===== src/rtl/instruction_fetch_if.sv =====
// Instruction-memory fetch bus.
//   imem_req   : fetch stage -> memory, request is active this cycle
//   imem_addr  : fetch stage -> memory, fetch address (the current PC)
//   imem_ready : memory -> fetch stage, request accepted and data valid
//   imem_rdata : memory -> fetch stage, 32-bit instruction word
// Handshake: a transfer happens in exactly the cycle where imem_req and
// imem_ready are both 1. imem_rdata is sampled in that cycle. Nothing is
// outstanding after it. imem_addr is meaningful whenever imem_req is 1.
interface instruction_fetch_if;
  logic        imem_req;
  logic [63:0] imem_addr;
  logic        imem_ready;
  logic [31:0] imem_rdata;

  modport master (
    output imem_req,
    output imem_addr,
    input  imem_ready,
    input  imem_rdata
  );

  modport slave (
    input  imem_req,
    input  imem_addr,
    output imem_ready,
    output imem_rdata
  );
endinterface


===== src/rtl/instruction_fetch.sv =====
// IF stage of the pipelined ARMv8 core. Owns the PC, fetches instructions
// over the imem bus and drives the IF/ID pipeline register.
// Ports:
//   clock, reset      : single clock, synchronous active-high reset
//   stall             : hazard unit hold of IF/ID and PC
//   branch_taken      : redirect fetch to branch_target and flush IF/ID
//   branch_target     : redirect address (used as given)
//   imem              : fetch bus (master side)
//   instruction       : IF/ID instruction word
//   PC_out            : IF/ID PC of that instruction
//   PC_plus4_out      : IF/ID PC_out + 4 (branch-link value)
//   valid             : IF/ID holds a real instruction (0 = bubble)
//   state_dbg         : FSM state, 0 = S_REQ, 1 = S_HOLD
module instruction_fetch #(
  parameter logic [63:0] RESET_PC  = 64'h0,
  parameter logic [31:0] NOP_INSTR = 32'hD503201F
) (
  input  logic                       clock,
  input  logic                       reset,
  input  logic                       stall,
  input  logic                       branch_taken,
  input  logic [63:0]                branch_target,
  instruction_fetch_if.master        imem,
  output logic [31:0]                instruction,
  output logic [63:0]                PC_out,
  output logic [63:0]                PC_plus4_out,
  output logic                       valid,
  output logic                       state_dbg
);

  typedef enum logic {
    S_REQ  = 1'b0,
    S_HOLD = 1'b1
  } state_t;

  state_t      state_q, state_d;
  logic [63:0] pc_q, pc_d;
  logic [31:0] buf_word_q, buf_word_d;
  logic [63:0] buf_pc_q, buf_pc_d;
  logic [31:0] instr_q, instr_d;
  logic [63:0] pc_out_q, pc_out_d;
  logic [63:0] pc_p4_q, pc_p4_d;
  logic        valid_q, valid_d;

  logic        transfer;
  logic [63:0] pc_plus4;

  // Request is gated by reset so the bus is quiet while reset is held.
  assign imem.imem_req  = (state_q == S_REQ) && !reset;
  assign imem.imem_addr = pc_q;
  assign transfer       = imem.imem_req && imem.imem_ready;
  assign pc_plus4       = pc_q + 64'd4;  // wraps modulo 2^64

  always_comb begin
    state_d    = state_q;
    pc_d       = pc_q;
    buf_word_d = buf_word_q;
    buf_pc_d   = buf_pc_q;
    instr_d    = instr_q;
    pc_out_d   = pc_out_q;
    pc_p4_d    = pc_p4_q;
    valid_d    = valid_q;

    if (branch_taken) begin
      // Redirect beats stall; any same-cycle transfer and the hold
      // buffer are discarded. PC_out/PC_plus4_out keep their values.
      pc_d    = branch_target;
      state_d = S_REQ;
      instr_d = NOP_INSTR;
      valid_d = 1'b0;
    end else begin
      unique case (state_q)
        S_REQ: begin
          if (transfer) begin
            pc_d = pc_plus4;
            if (stall) begin
              // Word is accepted but IF/ID is frozen: park it.
              buf_word_d = imem.imem_rdata;
              buf_pc_d   = pc_q;
              state_d    = S_HOLD;
            end else begin
              instr_d  = imem.imem_rdata;
              pc_out_d = pc_q;
              pc_p4_d  = pc_plus4;
              valid_d  = 1'b1;
            end
          end else if (!stall) begin
            instr_d = NOP_INSTR;
            valid_d = 1'b0;
          end
        end
        S_HOLD: begin
          if (!stall) begin
            // PC already advanced past the buffered word.
            instr_d  = buf_word_q;
            pc_out_d = buf_pc_q;
            pc_p4_d  = buf_pc_q + 64'd4;
            valid_d  = 1'b1;
            state_d  = S_REQ;
          end
        end
        default: state_d = S_REQ;
      endcase
    end
  end

  always_ff @(posedge clock) begin
    if (reset) begin
      state_q    <= S_REQ;
      pc_q       <= RESET_PC;
      buf_word_q <= '0;
      buf_pc_q   <= '0;
      instr_q    <= NOP_INSTR;
      pc_out_q   <= '0;
      pc_p4_q    <= '0;
      valid_q    <= 1'b0;
    end else begin
      state_q    <= state_d;
      pc_q       <= pc_d;
      buf_word_q <= buf_word_d;
      buf_pc_q   <= buf_pc_d;
      instr_q    <= instr_d;
      pc_out_q   <= pc_out_d;
      pc_p4_q    <= pc_p4_d;
      valid_q    <= valid_d;
    end
  end

  assign instruction  = instr_q;
  assign PC_out       = pc_out_q;
  assign PC_plus4_out = pc_p4_q;
  assign valid        = valid_q;
  assign state_dbg    = state_q;

endmodule


===== src/flat_wrapper.sv =====
// flat-port wrapper written by rule: the top's interface ports become plain ports
module instruction_fetch_flat 
#(
  parameter logic [63:0] RESET_PC  = 64'h0,
  parameter logic [31:0] NOP_INSTR = 32'hD503201F
)
  (clock, reset, stall, branch_taken, branch_target, instruction, PC_out, PC_plus4_out, valid, state_dbg, imem_imem_req, imem_imem_addr, imem_imem_ready, imem_imem_rdata);
  instruction_fetch_if imem_i ();
  input  logic clock;
  input  logic reset;
  input  logic stall;
  input  logic branch_taken;
  input  logic [63:0] branch_target;
  output logic [31:0] instruction;
  output logic [63:0] PC_out;
  output logic [63:0] PC_plus4_out;
  output logic valid;
  output logic state_dbg;
  output wire logic [$bits(imem_i.imem_req)-1:0] imem_imem_req;
  output wire logic [$bits(imem_i.imem_addr)-1:0] imem_imem_addr;
  input wire logic [$bits(imem_i.imem_ready)-1:0] imem_imem_ready;
  input wire logic [$bits(imem_i.imem_rdata)-1:0] imem_imem_rdata;
  assign imem_imem_req = imem_i.imem_req;
  assign imem_imem_addr = imem_i.imem_addr;
  assign imem_i.imem_ready = imem_imem_ready;
  assign imem_i.imem_rdata = imem_imem_rdata;
  instruction_fetch #(.RESET_PC(RESET_PC), .NOP_INSTR(NOP_INSTR)) u_core (.clock(clock), .reset(reset), .stall(stall), .branch_taken(branch_taken), .branch_target(branch_target), .imem(imem_i), .instruction(instruction), .PC_out(PC_out), .PC_plus4_out(PC_plus4_out), .valid(valid), .state_dbg(state_dbg));
endmodule

===== config.mk =====
export PLATFORM = sky130hd
export DESIGN_NAME = instruction_fetch_flat
export DESIGN_NICKNAME = d
export VERILOG_FILES = /design/src/rtl/instruction_fetch_if.sv /design/src/rtl/instruction_fetch.sv /design/src/flat_wrapper.sv
export SDC_FILE = /design/constraint.sdc
export NUM_CORES = 1
export LEC_CHECK = 0
export ABC_CLOCK_PERIOD_IN_PS = 2800
export CORE_MARGIN = 8
export CORE_UTILIZATION = 47
export CTS_CLUSTER_SIZE = 24
export DETAILED_ROUTE_END_ITERATION = 12
export HOLD_SLACK_MARGIN = 0.06
export PLACE_DENSITY = 0.87
export SYNTH_ARGS = -nofsm -noshare
export SYNTH_HDL_FRONTEND = slang
export SYNTH_SLANG_ARGS = --single-unit

===== constraint.sdc =====
create_clock -name clock -period 2.8 [get_ports clock]
set_clock_uncertainty 0.1 [all_clocks]
set_input_delay 0.56 -clock clock [delete_from_list [all_inputs] [get_ports clock]]
set_output_delay 0.56 -clock clock [all_outputs]
set_load 0.02 [all_outputs]

* Word-level counts from Yosys, hierarchy flattened
Cells that the tools add are included.
Cells by class: $add $sub $neg 2, equality and inequality tests 5, muxes and demuxes 23, bitwise logic cells 2, reductions and logical operators 9
Operators with widths (number):
- 2-to-1 mux 64 bit | 9
- one-hot mux 64 bit (2 select lines) | 2
- adder 64 x 3 -> 64 bit (second input constant) | 2
- 2-to-1 mux 32 bit | 4
- one-hot mux 32 bit (2 select lines) | 1
- AND reduction 4 bit | 2
- != test 2 bit (second input constant) | 3
- 2-to-1 mux 1 bit | 5
- one-hot mux 1 bit (2 select lines) | 2
- AND reduction 2 bit | 2
- != test 3 x 2 -> 1 bit (second input constant) | 1
- logical AND 1 bit | 2
- != test 2 x 1 -> 1 bit (second input constant) | 1
- NOT 1 bit | 2
- nonzero test 2 bit | 1
- OR reduction 2 bit | 1
- zero test 1 bit | 1
Word-level totals: flip-flop bits (word level) 322, input bits 101, output and inout port bits 227, word-level logic and storage cells 49

* Logic depth before layout (Yosys ltp)
Gate-level depths: netlist (run 1).
depth after elaboration 6, gate-level depth with buffers 9, depth with buffers taken out 7

* Worst setup path after synthesis (run 1)
No wires, ideal clock.
kind register to register, start point register u_core.pc_q[2], in the netlist u_core.imem.imem_addr[2], end point register u_core.pc_q[32], in the netlist u_core.imem.imem_addr[32], setup time 91 ps, data arrival time 2816 ps, required time 2609 ps, slack -207 ps, cell stages (with the launch flop) 9, buffers on the path 2, period minus slack after synthesis 3007 ps, cell sequence dfxtp_1 > ha_1 > nand3_4 > or4_4 > buf_6 > or4_4 > buf_6 > or3_1 > a311oi_1
Between the ends: longest elaborated chain between the ends 4
RTL lines:
- start: declaration | line instruction_fetch.sv:37 | logic [63:0] pc_q, pc_d;
- start signal: assignment | line instruction_fetch.sv:119 | pc_q <= pc_d;
- adder 64 x 3 -> 64 bit | line instruction_fetch.sv:52 | assign pc_plus4 = pc_q + 64'd4;
- 2-to-1 mux 64 bit | line instruction_fetch.sv:74 | if (transfer) begin
- 2-to-1 mux 64 bit | line instruction_fetch.sv:72 | unique case (state_q)
- 2-to-1 mux 64 bit | line instruction_fetch.sv:64 | if (branch_taken) begin
Every way passes these cells. The select of a mux whose other input is x is not followed. A chain may end at the register's enable or synchronous reset.

* Final worst setup path (run 1)
start point register u_core.buf_pc_q[6], end point register u_core.pc_p4_q[63], in the netlist u_core.PC_plus4_out[63]
Between the ends: longest elaborated chain between the ends 3
RTL lines:
- start: declaration | line instruction_fetch.sv:39 | logic [63:0] buf_pc_q, buf_pc_d;
- start signal: assignment | line instruction_fetch.sv:121 | buf_pc_q <= buf_pc_d;
- adder 64 x 3 -> 64 bit | line instruction_fetch.sv:97 | pc_p4_d = buf_pc_q + 64'd4;
- 2-to-1 mux 64 bit | line instruction_fetch.sv:93 | if (!stall) begin
- one-hot mux 64 bit (2 select lines) | line instruction_fetch.sv:72
- end signal: assignment | line instruction_fetch.sv:124 | pc_p4_q <= pc_p4_d;
- end: declaration | line instruction_fetch.sv:42 | logic [63:0] pc_p4_q, pc_p4_d;
Every way passes these cells. The select of a mux whose other input is x is not followed.

==> results of run 1 <==
## final cells by class
| class | count | area, µm² |
|---|---|---|
| tap | 448 | 560.5 |
| timing repair buffer | 491 | 4583 |
| antenna | 2 | 5.005 |
| clock buffer | 50 | 1055 |
| multi-input combinational | 1498 | 8793 |
| inverter | 18 | 68.82 |
| fill | 2754 | 11740 |
| clock inverter | 16 | 316.6 |
| sequential | 320 | 6415 |
## worst paths after layout
check	cells after the start	to	slack [ps]	start
worst max-delay path	10	u_core.PC_plus4_out[63]	100	u_core.buf_pc_q[6]
worst min register to register	2	u_core.buf_word_q[30]	350	u_core.buf_word_q[30]
worst max register to register	10	u_core.PC_plus4_out[63]	100	u_core.buf_pc_q[6]
worst min-delay path	2	u_core.buf_word_q[31]	220	reset
## registers in the layout (all words and copies together) (netlist names)
signal	count
u_core.valid	1
u_core.PC_plus4_out	64
u_core.buf_word_q	32
u_core.imem.imem_addr	64
u_core.PC_out	62
u_core.state_dbg	1
u_core.buf_pc_q	64
u_core.instruction	32
## cell usage after synthesis, types with 7 or more instances
library cell,number
buf_2,10
nor4_1,33
xor2_1,56
a211oi_1,98
a22o_1,7
clkbuf_1,159
a22oi_1,29
o21ai_0,41
nor3_1,52
and4_1,11
o211ai_1,10
a21oi_1,174
xnor2_1,102
mux2i_1,92
nand4_1,56
buf_1,17
nand3_1,66
o221ai_1,12
nor2_1,225
nand2_1,326
inv_1,17
or3_1,18
and3_1,16
dfxtp_1,320
## worst max-delay path: cells and delay by family, from the launching register on
| family | cells | cell delay (ps) |
|---|---|---|
| AO/OA/AOI/OAI | 1 | 130 |
| buffers and inverters | 4 | 800 |
| flip-flops | 1 | 420 |
| AND/OR/NAND/NOR | 4 | 990 |
| XOR/XNOR | 1 | 120 |
## cells by family (layout without fill, tap and decap cells)
family,count (synthesis),after routing,synth area share [%]
other,0,2,0
flip-flops,320,320,40.11
AND/OR/NAND/NOR,842,842,24.09
adder cells (fa/ha/maj),2,2,0.1567
XOR/XNOR,158,158,8.665
multiplexers,92,92,5.766
AO/OA/AOI/OAI,404,404,15.92
buffers and inverters,212,575,5.288
## cells in the final DEF, fill, tap and decap left out, types with 5 or more instances in the layout
cell             count
nor4_2               7
inv_1               17
o21ai_0             41
clkbuf_8             8
and3_1              15
and4_1              11
xnor2_1            102
or3_1               18
buf_4              157
nor3_1              50
clkbuf_1             5
nand2_1            326
a22oi_1             29
a21oi_1            173
buf_12               7
o211ai_1            10
nand4_1             56
clkdlybuf4s50_1    324
dfxtp_1            317
clkbuf_16           37
xor2_1              56
mux2i_1             92
o221ai_1            12
nor4_1              29
clkinv_2             5
nor2_1             225
a211oi_1            98
a221o_1              6
a22o_1               7
bufinv_16            9
or2_2                5
o22ai_1              5
nand3_1             65
## power by group through the flow
stage                     sequential [mW]  combinational, mW  clock, mW
final                                4.82               1.45       5.49
after global routing                 4.83               1.53       5.71
after CTS                            4.81               1.44       5.50
after detailed placement             4.91               1.42          0
after global placement               4.91               1.40          0
after floorplan                      5.02              0.591          0
## timing repair
item | CTS | global route
setup buffers | 0 | 1
setup endpoints to repair | 0 | 3
resized for setup | 0 | 2
hold buffers | 0 | 0
## metal layers
| layer | track usage (%) | routed length (µm) |
|---|---|---|
| met4 | 13.19 | 3213 |
| met3 | 8.472 | 7177 |
| met1 | 36.94 | 24490 |
| met2 | 47.87 | 28490 |
| met5 | 0 | 46 |
==> flow_summary.ini, run 1 <==
[power]
p_sw_mw = 2.956
leakagePower_nw = 7.170
pwr-share-clk_pct = 46.7
p_per_area_mw_per_mm2 = 539.1
p_seq_share_pct = 41.0
netSwitchingFraction_pct = 25.16
vdd_drop_max_mv = 0.5127
power_mw = 11.75
p_comb_share_pct = 12.3
p_int_mw = 8.795

[yosys]
yosysUniqueCellTypes = 58
syn_nets = 2133
yosys_register_bits = 320
async_flop_share_pct = 0
yosysSeqAreaShare_pct = 40.11
ys_top_cells_by_area = dfxtp_1 40%, nand2_1 7.7%, mux2i_1 5.8%
yosys.area.top_type = dfxtp_1
ys.flop_type = dfxtp_1
synth_top_cell_area_share_pct = 40.11
synth-edff-count = 0
synth_warnings = 0
avgSynthCellArea_um2 = 7.867
syn-cell-area_mm2 = 0.01597
synthCells = 2030

[critical_path]
slowest_delay_ps = 420
crit_slowest_cell = dfxtp_1
crit_required_ps = 3090
crit_top_cell = buf_4
cp_cell_sequence = nand3_1 > buf_4 > nor4_1 > buf_4 > nand4_1 > buf_4 > nor4_2 > buf_4 > xnor2_1 > o221ai_1
cp_max_fo = 8
crit_arrival_ps = 3000
crit_path_end_kind = flop
critPathKind = flop to flop
start_kind = flop

[timing]
post-route-period-util_pct = 96.55
max_clock_freq_mhz = 369.9
holdWs_ps = 216.3
final.setup.tns_ps = 0
setup_viol = 0
maxSlewViolCount = 0
hold_viol = 0
rsz0062_at_grt = false
worst_pin_slew_ps = 1063
period_needed_ps = 2703
finalWorstSetupSlack_ps = 96.62
slew_headroom_pct = 29.14

[clock_tree]
htree_levels = 2
cts_sinks = 320
clkLatencyLatePin_ps = 540
clkTransAtPathRegs_ps = 60
cts_tree = yes
clock_path_buffers = 3
clockRootBuffer = clkbuf_16
numCtsBuffers = 36

[floorplanning]
dieArea_mm2 = 0.04013
core_mm2 = 0.03353
die_x_um = 200.3
initial_utilization_pct = 47.63
ios = 328
rows = 67
die_y_um = 200.3

[placed_design]
dp.cells = 2774
io_buffers = 327
detailed_place_hpwl_um = 46160
dp_slack_ps = -38.69
placed_area_mm2 = 0.02040
place.gp.congestion = 1.008

[global_route]
antenna_found_initial = 7
grt_pass1_vias = 16600
grt_overflow = 0
grt_max_degree = 96
grt_pass1_wl_um = 97090
grt_usage_pct = 29.85

[routing]
post-route-drc-count = 0
ant_nets = 0
wl_per_cell_um = 22.30
drt_iter0_drc = 1695
routed_wl_um = 63410
num_vias = 17040
drtPass1Iterations = 6
viasPerCell = 5.993

[final_layout]
fin_util_pct = 65.00
syn_to_final_growth_pct = 36.49
nets = 2468
instances_no_fill = 2843
final_area_mm2 = 0.02180
drive_above_1_share_pct = 10.78

[run_status]
status = complete, no violations

[min_path]
hp-class = input pin to flop

[job]
maxCapViolations = 0
Note: power is estimated with default switching activity, not from simulation.
==> run 2, diff against run 1 <==
--- a/config.mk
+++ b/config.mk
@@ -6,12 +6,14 @@
 export NUM_CORES = 1
 export LEC_CHECK = 0
 export ABC_CLOCK_PERIOD_IN_PS = 2800
+export CORE_ASPECT_RATIO = 1.1
 export CORE_MARGIN = 8
 export CORE_UTILIZATION = 47
 export CTS_CLUSTER_SIZE = 24
 export DETAILED_ROUTE_END_ITERATION = 12
 export HOLD_SLACK_MARGIN = 0.06
 export PLACE_DENSITY = 0.87
+export SLEW_MARGIN = 20
 export SYNTH_ARGS = -nofsm -noshare
 export SYNTH_HDL_FRONTEND = slang
 export SYNTH_SLANG_ARGS = --single-unit
==> run 2 against run 1 <==
Effect of this change:
- non-clock buffer count is 4 higher
- register-to-register slack hardly changed
- sequential power about the same
- critical path depth shrank 4
- total power is 3.3% lower
- hold slack improved by 140 ps
- die area hardly changed
- combinational power hardly changed
- largest power group unchanged
==> flow_summary.ini, run 2 (synthesis results as in run 1) <==
[global_route]
antenna_found_initial = 4
grt_max_degree = 195
grt_pass1_wl_um = 96230
grt_overflow = 0
grt_usage_pct = 30.35
grt_pass1_vias = 16800

[min_path]
hold_path_depth = 2
hp-class = flop to flop

[timing]
worst_pin_slew_ps = 918.6
setup_viol = 0
period_needed_ps = 2711
hold_viol = 0
finalWorstSetupSlack_ps = 88.57
max_clock_freq_mhz = 368.8
slew_headroom_pct = 38.76
maxSlewViolCount = 0
rsz0062_at_grt = false
post-route-period-util_pct = 96.84
final.setup.tns_ps = 0

[clock_tree]
htree_levels = 2
cts_setup_buffers = 0
cts_sinks = 320
clkTransAtPathRegs_ps = 60
clockRootBuffer = clkbuf_16
numCtsBuffers = 35
clkLatencyLatePin_ps = 530
clock_path_buffers = 3
cts_tree = yes

[critical_path]
path_depth = 6
critPathKind = flop to flop
worst-r2r-cell-count = 6
cp_cell_sequence = ha_4 > nand3_4 > or4_4 > or4_4 > or3_1 > a311oi_1
cp_num_buf_inv = 0
crit_top_cell = or4_4
start_kind = flop
slowest_delay_ps = 680
crit_arrival_ps = 3040
crit_slowest_cell = or4_4
cp_max_fo = 10
path_delay_family = simple AND/OR/NAND/NOR gates
crit_path_end_kind = flop
crit_required_ps = 3120

[floorplanning]
initial_utilization_pct = 47.18
die_y_um = 209.3
dieArea_mm2 = 0.04014
ios = 328
die_x_um = 191.8
rows = 71
core_mm2 = 0.03385

[final_layout]
fill_cells = 2808
seq_area_mm2 = 0.006415
final_common_cell = nand2_1
drive_above_1_share_pct = 10.90
final_cell_mix = 326 x nand2_1, 324 x clkdlybuf4s50_1, 317 x dfxtp_1
syn_to_final_growth_pct = 36.21
nets = 2471
multi_input_area_mm2 = 0.008787
final_area_mm2 = 0.02175

[routing]
drt_iter0_drc = 1560
top_layer = met5
met3_length_um = 7423
routed_wl_um = 63980
drt-met1-wl_um = 23050
ant_nets = 0
met2_length_um = 30070
drtPass1Iterations = 6
viasPerCell = 6.032
num_vias = 17100
wl_per_cell_um = 22.58
post-route-drc-count = 0

[power]
p_per_area_mw_per_mm2 = 522.1
power_mw = 11.36
leakagePower_nw = 7.166
vdd_drop_max_mv = 0.5050

[placed_design]
place.gp.congestion = 0.9913
placed_area_mm2 = 0.02049
dp_slack_ps = 0.1110
detailed_place_hpwl_um = 46720
io_buffers = 327

[run_status]
status = complete, no violations

[job]
maxCapViolations = 0
-- run 2: changes by cell type in the layout (fill, tap and decap cells not counted) --
cell       previous run  this run
clkinv_2              5         8
clkbuf_1              5         3
clkbuf_16            37        35
buf_12                7        12
bufinv_16             9         6
o21ai_1               1         2
buf_4               157       156
clkinv_4              0         1
o21ai_0              41        40
diode_2               2         1
nor4_1               29        30
inv_6                 3         4
nor4_2                7         6
-- run 2: cell type report --
class,instances,share of cell area [%]
well taps,438,2.519
inverters,18,0.3163
repair buffers,495,21.49
clock buffers,46,4.584
clock inverters,18,1.191
multi-input cells,1498,40.39
diodes,1,0.01150
flip-flops and latches,320,29.49
-- run 2: power by group --
part	switching [mW]	internal, mW
clock network	2.00	3.08
registers	0.119	4.69
logic	0.828	0.634
total	2.95	8.41
-- run 2: tightest hold or removal path, cell delays in order, from the launching register on --
cell and delay [ps]:
dfxtp_1 310, nand2_1 50, a21oi_1 50
-- run 2: per-layer routing --
metal / GRT usage (%) / vias to the layer above
met2: 50.49 / 990
met1: 34.12 / 8111
li1: - / 7767
met4: 15.67 / 4
met3: 9.944 / 223
met5: 0 / -
-- run 2: worst paths after layout --
path | start | end | slack, ps
setup / recovery | u_core.imem.imem_addr[2] | u_core.imem.imem_addr[32] | 90
hold / removal | u_core.buf_word_q[26] | u_core.buf_word_q[26] | 360
setup reg to reg | u_core.imem.imem_addr[2] | u_core.imem.imem_addr[32] | 90
hold reg to reg | u_core.buf_word_q[26] | u_core.buf_word_q[26] | 360
-- run 2: what timing repair did --
item,CTS,global route
endpoints found under the setup margin,0,2
resized for setup,0,2
hold buffers,0,0
-- run 2: metrics by stage --
| stage | util (%) | hold slack (ps) | std cells |
|---|---|---|---|
| final | 64.27 | 355.1 | 2834 |
| after global routing | 64.27 | 366.4 | 2834 |
| after CTS | 64.25 | 356.3 | 2833 |
| after detailed placement | 60.53 | 348.1 | 2769 |
| after global placement | 60.53 | 337.4 | 2769 |
| after floorplan | - | 336.0 | 2030 |
==> run 3, diff against run 2 <==
--- a/config.mk
+++ b/config.mk
@@ -13,6 +13,7 @@
 export DETAILED_ROUTE_END_ITERATION = 12
 export HOLD_SLACK_MARGIN = 0.06
 export PLACE_DENSITY = 0.87
+export RECOVER_POWER = 25
 export SLEW_MARGIN = 20
 export SYNTH_ARGS = -nofsm -noshare
 export SYNTH_HDL_FRONTEND = slang
==> run 3 against run 2 <==
Effect of this change:
- first-iteration DRC count shrank 1.7%
- global-route usage stayed put
- hold slack better by 0.99 ps
- setup slack got worse by 17 ps
- total power about the same
- sequential cell count did not move
- critical path depth up 2
- routed wire length hardly changed
- final cell count is the same
- register-to-register slack got worse by 20 ps
==> flow_summary.ini, run 3 (synthesis results as in run 1) <==
[run_status]
status = complete, no violations

[routing]
wl_per_cell_um = 22.59
post-route-drc-count = 0
viasPerCell = 6.007
drtPass1Iterations = 6
ant_nets = 0
routed_wl_um = 64010
drt_iter0_drc = 1534
num_vias = 17030

[critical_path]
crit_top_cell = buf_4
slowest_delay_ps = 580
crit_slowest_cell = or4_1
crit_path_end_kind = flop
start_kind = flop
cp_max_fo = 9
crit_required_ps = 3080
critPathCapture = u_core.PC_plus4_out[38]
startpoint = u_core.imem.imem_addr[14]
r2r_end = u_core.PC_plus4_out[38]
r2r_setup_slack_ps = 70
cp_cell_sequence = nand4_1 > buf_4 > or4_1 > nor3_1 > buf_4 > nand2_1 > xnor2_1 > o221ai_1
worst-r2r-cell-count = 8
r2r_start = u_core.imem.imem_addr[14]
crit_arrival_ps = 3010
critPathKind = flop to flop

[power]
leakagePower_nw = 7.139
p_per_area_mw_per_mm2 = 523.3
vdd_drop_max_mv = 0.5051

[job]
maxCapViolations = 0

[floorplanning]
die_x_um = 191.8
ios = 328
initial_utilization_pct = 47.18
die_y_um = 209.3
rows = 71
dieArea_mm2 = 0.04014
core_mm2 = 0.03385

[clock_tree]
cts_hold_buf = 0
cts_tree = yes
cts_sinks = 320
clkLatencyLatePin_ps = 530
clock_path_buffers = 3
numCtsBuffers = 35
cts_resized = 0
clkTransAtPathRegs_ps = 60
clockRootBuffer = clkbuf_16
htree_levels = 2
cts_setup_buffers = 0

[timing]
hold_viol = 0
post-route-period-util_pct = 97.43
max_clock_freq_mhz = 366.6
slew_headroom_pct = 34.54
worst_pin_slew_ps = 982.0
maxSlewViolCount = 0
rsz0062_at_grt = false
period_needed_ps = 2728
final.setup.tns_ps = 0
setup_viol = 0

[final_layout]
final_common_cell = nand2_1
nets = 2471
seq_area_mm2 = 0.006415
fill_cells = 2818
drive_above_1_share_pct = 10.65
multi_input_area_mm2 = 0.008777
syn_to_final_growth_pct = 35.85
final_cell_mix = 326 x nand2_1, 323 x clkdlybuf4s50_1, 317 x dfxtp_1
final_area_mm2 = 0.02170

[global_route]
antenna_found_initial = 4
grt_pass1_wl_um = 96230
grt_pass1_vias = 16800
grt_overflow = 0
grt_usage_pct = 30.35
grt_max_degree = 195

[placed_design]
detailed_place_hpwl_um = 46720
placed_area_mm2 = 0.02049
io_buffers = 327
place.gp.congestion = 0.9913

[min_path]
hp-class = flop to flop
-- run 3: cell types whose count changed in the layout (fill, tap and decap cells not counted), sizes merged --
cell           change
clkdlybuf4s50      -1
clkbuf             +9
dlygate4sd3        +1
buf                -9
-- run 3: worst min-delay path by stage --
stage                                        from  depth (start not counted)                       to
after global routing      u_core.PC_plus4_out[11]                          2  u_core.PC_plus4_out[11]
after detailed placement    u_core.buf_word_q[28]                          2    u_core.buf_word_q[28]
final                       u_core.buf_word_q[28]                          2    u_core.buf_word_q[28]
after CTS                   u_core.buf_word_q[28]                          2    u_core.buf_word_q[28]
after global placement    u_core.PC_plus4_out[16]                          2  u_core.PC_plus4_out[16]
after floorplan                u_core.buf_pc_q[0]                          2       u_core.buf_pc_q[0]
-- run 3: layer usage --
metal	up-vias	share of wire (%)	GRT usage, %
met5	-	0.042	0
met4	4	5.3	15.67
met3	226	12	9.944
met2	1012	47	50.49
met1	8025	36	34.12
li1	7758	-	-
-- run 3: layout make-up --
class	count	share of cell area, %
Multi-Input combinational cell	1498	40.46
Clock buffer	46	4.596
Inverter	18	0.3172
Sequential cell	320	29.57
Clock inverter	18	1.194
Antenna cell	1	0.01153
Timing Repair Buffer	495	21.33
Tap cell	438	2.526
-- run 3: through the flow --
step                hold slack (ps)  utilization (%)  cells  power, mW  setup WS, ps
global placement              337.4            60.53   2769      6.320         67.55
detailed placement            348.1            60.53   2769      6.349        0.1110
finish                        356.1            64.10   2834      11.35         72.00
CTS                           356.3            64.25   2833      11.39         10.13
global route                  366.4            64.10   2834      11.67         4.231
floorplan                     336.0                -   2030      5.609         12.54
-- run 3: report_power, final --
group	switching, mW	leakage (nW)	internal, mW
sequential	0.119	2.60	4.69
combinational	0.828	3.91	0.628
clock	2.00	0.627	3.08
-- run 3: worst max-delay path: cells and delay by family (launching register included) --
| kind | cells | cell delay, ps |
|---|---|---|
| DFF | 1 | 490 |
| xor gates and xnor gates | 1 | 270 |
| and+or+nand+nor | 4 | 1100 |
| buffers and inverters | 2 | 430 |
| AOI/OAI and AO/OA | 1 | 200 |
==> patch 1: new RTL, config.mk and constraints of run 1 <==
Reset style: asynchronous (`reset`), changed in one clocked block. Comments in the files are not updated.
--- a/src/rtl/instruction_fetch.sv
+++ b/src/rtl/instruction_fetch.sv
@@ -106,3 +106,3 @@
 
-  always_ff @(posedge clock) begin
+  always_ff @(posedge clock or posedge reset) begin
     if (reset) begin
Check against the original RTL: not settled (the Yosys comparison gave no result); the edit may change what the design does.
==> patch 1 against run 1 <==
Sequential cell count did not move. Area after synthesis rose by 3.5%. Cell count down 10%. Cell area increased by 2.2%. Wire length decreased by 9.7%. Worst setup slack better by 21 ps.
Power is not compared: it rests on default switching activity, and its combinational part moved more than twofold at a synthesized area within 25%.
==> patch 1: results (changes against run 1) <==
### Global routing
• 15,400 — vias in the first global route, -7.0%
• 90,000 µm — global-route wire length before repair, -7.3%
• 0.271 — Total GRT Usage, -0.0272
• 2 — antenna violations before repair, -5

### Synthesis
• sky130_fd_sc_hd__dfrtp_1 — cell taking the most area after synthesis
• 1.00 — proportion of synthesized flip-flops having asynchronous set or reset, +1.00
• sky130_fd_sc_hd__dfrtp_1 (307), sky130_fd_sc_hd__nor2_1 (183), sky130_fd_sc_hd__nand2_1 (181), sky130_fd_sc_hd__clkbuf_1 (117), sky130_fd_sc_hd__o21ai_0 (110) — synth cell count leaders
• 1,819 — net count of the mapped netlist, -15%
• 1,716 — Post-Syn Instances, -15%
• 0.485 — post-synthesis sequential area ratio, +0.0842
• sky130_fd_sc_hd__dfrtp_1 (46%), sky130_fd_sc_hd__mux2_2 (6.3%), sky130_fd_sc_hd__xnor2_1 (5.7%) — top area cells in the synthesized netlist

### Layout
• 2,553 — post-route insts no fill, -10%
• 0 — number of inserted diodes, -2

### Worst setup path
• 120 ps — register-to-register path setup slack, +20 ps
• u_core.imem.imem_addr[48] — endpoint of the worst-slack reg-to-reg timing path
• 7 — highest net fanout along the worst path, -1
• sky130_fd_sc_hd__dfrtp_1 — library cell contributing the largest single delay on the critical path
• 2920 ps — data arrival time of the critical path, -80 ps

### Min path
• u_core.PC_plus4_out[14] — Min-Delay Endpoint
• 1 — number of instances on the worst hold path, -1
• u_core.PC_plus4_out[14] — worst hold start

### Place
• 0.931 — GPL Wtd Cong, -7.6%
• 41,900 µm — half-perimeter wire length after placement, -9.2%
• 0.0211 mm² — area of placed instances, +3.4%

### Clock network
• 510 ps — latest clock arrival within the worst-skew pair, -30 ps

### Timing
• 0.441 — Rel. slew slack, +0.149
• 383 ps — Worst Hold Slack, +167 ps

### Status
• finished, final reports clean — outcome

patch 1: per-stage QoR:
step / worst slack, ps / total power [mW]
2_1_floorplan: -2120 / 8.42
3_3_place_gp: 122 / 10.4
3_5_place_dp: 50.3 / 10.6
4_1_cts: 64.8 / 15.4
5_1_grt: 13.2 / 16.0
6_report: 117 / 15.3
patch 1: worst max-delay path: cells and delay by family (launching register included):
family	cells	cell delay [ps]
DFF	1	360
xor gates and xnor gates	1	200
AOI/OAI and AO/OA	1	160
buffers and inverters	3	580
adders and majority gates	1	220
and+or+nand+nor	4	880
patch 1: layout make-up:
| class | instances | area, µm² |
|---|---|---|
| Fill cell | 2638 | 12300 |
| Clock buffer | 48 | 1020 |
| Tap cell | 455 | 569 |
| Timing Repair Buffer | 468 | 4540 |
| Clock inverter | 16 | 165 |
| Multi-Input combinational cell | 1234 | 7910 |
| Sequential cell | 320 | 8030 |
| Inverter | 12 | 48.8 |
patch 1: cells by family after synthesis:
kind of cell	Yosys count	synth area share
flip-flops	320	0.485
XOR/XNOR	166	0.0884
AO/OA/AOI/OAI	293	0.103
multiplexers	177	0.114
buffers and inverters	162	0.0397
adder cells (fa/ha/maj)	2	0.00151
AND/OR/NAND/NOR	596	0.168
patch 1: metal layers:
layer / GRT usage / part of all wire / vias to the layer above
met4: 0.0930 / 0.033 / 4
met1: 0.341 / 0.38 / 7357
met5: 0 / 0.00038 / -
li1: - / - / 6677
met3: 0.0831 / 0.11 / 149
met2: 0.440 / 0.47 / 805
patch 1: power groups by stage:
| stage | Sequential [mW] | Clock (mW) | Combinational (mW) |
|---|---|---|---|
| CTS | 6.32 | 4.84 | 4.21 |
| detailed placement | 6.39 | 0 | 4.18 |
| global route | 6.45 | 5.04 | 4.49 |
| global placement | 6.34 | 0 | 4.08 |
| floorplan | 6.84 | 0 | 1.58 |
| finish | 6.35 | 4.76 | 4.18 |
patch 1: repair_timing:
item	in CTS	in global routing
hold buffers	0	0
gates resized for setup	0	2
endpoints found under the setup margin	0	4
patch 1: how the worst max path moves through the flow:
stage | from | endpoint | slack, ps | cells past startpoint
after global routing | u_core.imem.imem_addr[2] | u_core.imem.imem_addr[26] | 10 | 10
final | u_core.imem.imem_addr[2] | u_core.imem.imem_addr[48] | 120 | 10
after global placement | u_core.imem.imem_addr[5] | u_core.PC_plus4_out[63] | 120 | 6
after floorplan | reset | u_core.PC_out[10] | -2120 | 1
after CTS | u_core.imem.imem_addr[2] | u_core.imem.imem_addr[48] | 60 | 10
after detailed placement | imem_imem_ready | u_core.imem.imem_addr[20] | 50 | 9
==> patch 2: new RTL, flow settings as in run 1 <==
Without the edit above. `NOP_INSTR` is set to 32'hD503201F in 2 places; all go to 32'h80000000.
--- a/src/rtl/instruction_fetch.sv
+++ b/src/rtl/instruction_fetch.sv
@@ -15,3 +15,3 @@
   parameter logic [63:0] RESET_PC  = 64'h0,
-  parameter logic [31:0] NOP_INSTR = 32'hD503201F
+  parameter logic [31:0] NOP_INSTR = 32'h80000000
 ) (
--- a/src/flat_wrapper.sv
+++ b/src/flat_wrapper.sv
@@ -4,3 +4,3 @@
   parameter logic [63:0] RESET_PC  = 64'h0,
-  parameter logic [31:0] NOP_INSTR = 32'hD503201F
+  parameter logic [31:0] NOP_INSTR = 32'h80000000
 )
Function: not settled (the Yosys comparison gave no result); the edit may change what the design does.
==> patch 2 against run 1 <==
Worst setup slack got worse by 8.0 ps. Cell area rose by 0.75%. Wire length rose by 1.3%. Cell count rose by 0.35%. Sequential cell count did not move. Total power fell by 1.8%. Area after synthesis rose by 0.71%.
==> patch 2: results (changes against run 1) <==
### Status
• finished, final reports clean — outcome

### Worst setup path
• 7 — highest net fanout along the worst path, -1
• 3050 ps — data arrival time of the critical path, +50 ps

### Clock network
• sky130_fd_sc_hd__clkbuf_16 — CTS Root Cell
• 37 — CTS buffer count, +2.8%
• 60 ps — clock input transition at the sequential cells of the worst setup and hold paths, about the same
• 530 ps — latest clock arrival within the worst-skew pair
• 2 — CTS H-Tree Depth, unchanged
• 3 — buffer depth of the longest clock path, unchanged

### Global routing
• 3 — antenna violations before repair, -4
• 0 — total grt overflow, unchanged
• 133 — maximum number of pins on one net before global-route repair, +39%
• 99,000 µm — global-route wire length before repair, +1.9%
• 17,000 — vias in the first global route, +2.5%
• 0.302 — Total GRT Usage, +0.00341

### Synthesis
• 0.398 — post-synthesis sequential area ratio, -0.00284
• sky130_fd_sc_hd__dfxtp_1 (320), sky130_fd_sc_hd__nand2_1 (309), sky130_fd_sc_hd__nor2_1 (245), sky130_fd_sc_hd__a21oi_1 (168), sky130_fd_sc_hd__clkbuf_1 (161) — synth cell count leaders
• 0 — count of synthesis-stage warnings from yosys, unchanged
• 0 — proportion of synthesized flip-flops having asynchronous set or reset, unchanged
• 2,144 — net count of the mapped netlist, +0.52%
• 69 — number of library cell types mapped by synthesis, +19%
• sky130_fd_sc_hd__dfxtp_1 (40%), sky130_fd_sc_hd__nand2_1 (7.2%), sky130_fd_sc_hd__nor2_1 (5.7%) — top area cells in the synthesized netlist
• sky130_fd_sc_hd__dfxtp_1 — Primary FF master, synth

### Layout
• 2,718 — Filler Cells Inserted, -1.3%
• 2,481 — nets@finish, +0.53%
• 0.109 — layout cell share with drive strength beyond 1, +0.00117

### Place
• 327 — Port Buffer Count, unchanged
• 1.03 — GPL Wtd Cong, +2.2%
• -141 ps — pre-CTS worst setup slack, -102 ps
• 46,300 µm — half-perimeter wire length after placement, +0.23%
• 0.0205 mm² — area of placed instances, +0.72%

### Route
• 22.5 µm — wire per inst, +0.97%
• 6.11 — mean number of vias per cell, +1.9%
• 7 — number of detailed-route iterations in the first pass, +1
• 1,746 — Detailed Route Iter0 Violations, +3.0%

### Power
• 0.000475 V — Max IR drop VDD, -7.3%
• 7.30 nW — leakage component of the power, +1.8%

### Min path
• register to register — path category of the worst min-delay check

### Timing
• 0.282 — Rel. slew slack, -0.00911

patch 2: cell types whose count changed after synthesis, sizes merged, moves of 10 or more:
cell   delta
nand3    -10
nand2    -17
nor2     +20
mux2i    -11
xnor2    -20
patch 2: worst max-delay path, stage by stage (launching register included):
cell and delay [ps]:
sky130_fd_sc_hd__dfxtp_4 400, sky130_fd_sc_hd__ha_4 170, sky130_fd_sc_hd__nand3_4 80, sky130_fd_sc_hd__or4_4 570, sky130_fd_sc_hd__or4_1 540, sky130_fd_sc_hd__buf_4 210, sky130_fd_sc_hd__nor4_4 220, sky130_fd_sc_hd__xnor2_1 110
sky130_fd_sc_hd__a211oi_2 220
patch 2: cells by family after synthesis:
logic type / count (synthesis) / share of synthesized area
xor+xnor: 140 / 0.0762
simple gates: 864 / 0.250
fa+ha+maj: 2 / 0.00156
compound gates: 426 / 0.173
buf+inv: 207 / 0.0503
mux: 82 / 0.0511
flops: 320 / 0.398
patch 2: through the flow:
stage	std cells	utilization	TNS (ps)	hold slack, ps
final	2853	0.653	0	356
after global routing	2853	0.653	-15.8	373
after CTS	2850	0.652	0	358
after detailed placement	2781	0.611	-1370	350
after global placement	2781	0.611	-399	340
after floorplan	2041	-	0	333
patch 2: path summary, 6_finish.rpt:
kind / startpoint / end / slack (ps) / cells after the start
worst max-delay path: u_core.imem.imem_addr[3] / u_core.imem.imem_addr[62] / 90 / 8
worst min-delay path: u_core.PC_plus4_out[2] / u_core.PC_plus4_out[2] / 360 / 2
worst max register to register: u_core.imem.imem_addr[3] / u_core.imem.imem_addr[62] / 90 / 8
worst min register to register: u_core.PC_plus4_out[2] / u_core.PC_plus4_out[2] / 360 / 2
patch 2: layout make-up:
cell class	count	area (µm²)	share of cell area
Clock inverter	13	205	0.00934
Antenna cell	1	2.50	0.000114
Inverter	12	46.3	0.00211
Tap cell	448	561	0.0255
Sequential cell	320	6420	0.292
Clock buffer	52	1100	0.0503
Multi-Input combinational cell	1514	8970	0.408
Timing Repair Buffer	493	4660	0.212
patch 2: repair_timing:
item,4_1_cts,5_1_grt
gates resized for setup,1,9
pin swaps,1,1
buffers inserted,4,2
hold endpoints to repair,0,0
endpoints found under the setup margin,3,19
patch 2: where the power goes:
part	total, mW	switching, mW	internal (mW)
Combinational	1.52	0.864	0.654
Clock	5.21	1.99	3.22
Sequential	4.82	0.126	4.70
patch 2: routing by layer:
metal | vias to the layer above | global-route usage | routed length (µm)
met5 | - | 0 | 27
met2 | 1041 | 0.486 | 29500
met4 | 4 | 0.179 | 3900
met3 | 237 | 0.0695 | 6200
met1 | 8248 | 0.364 | 24600
li1 | 7888 | - | -
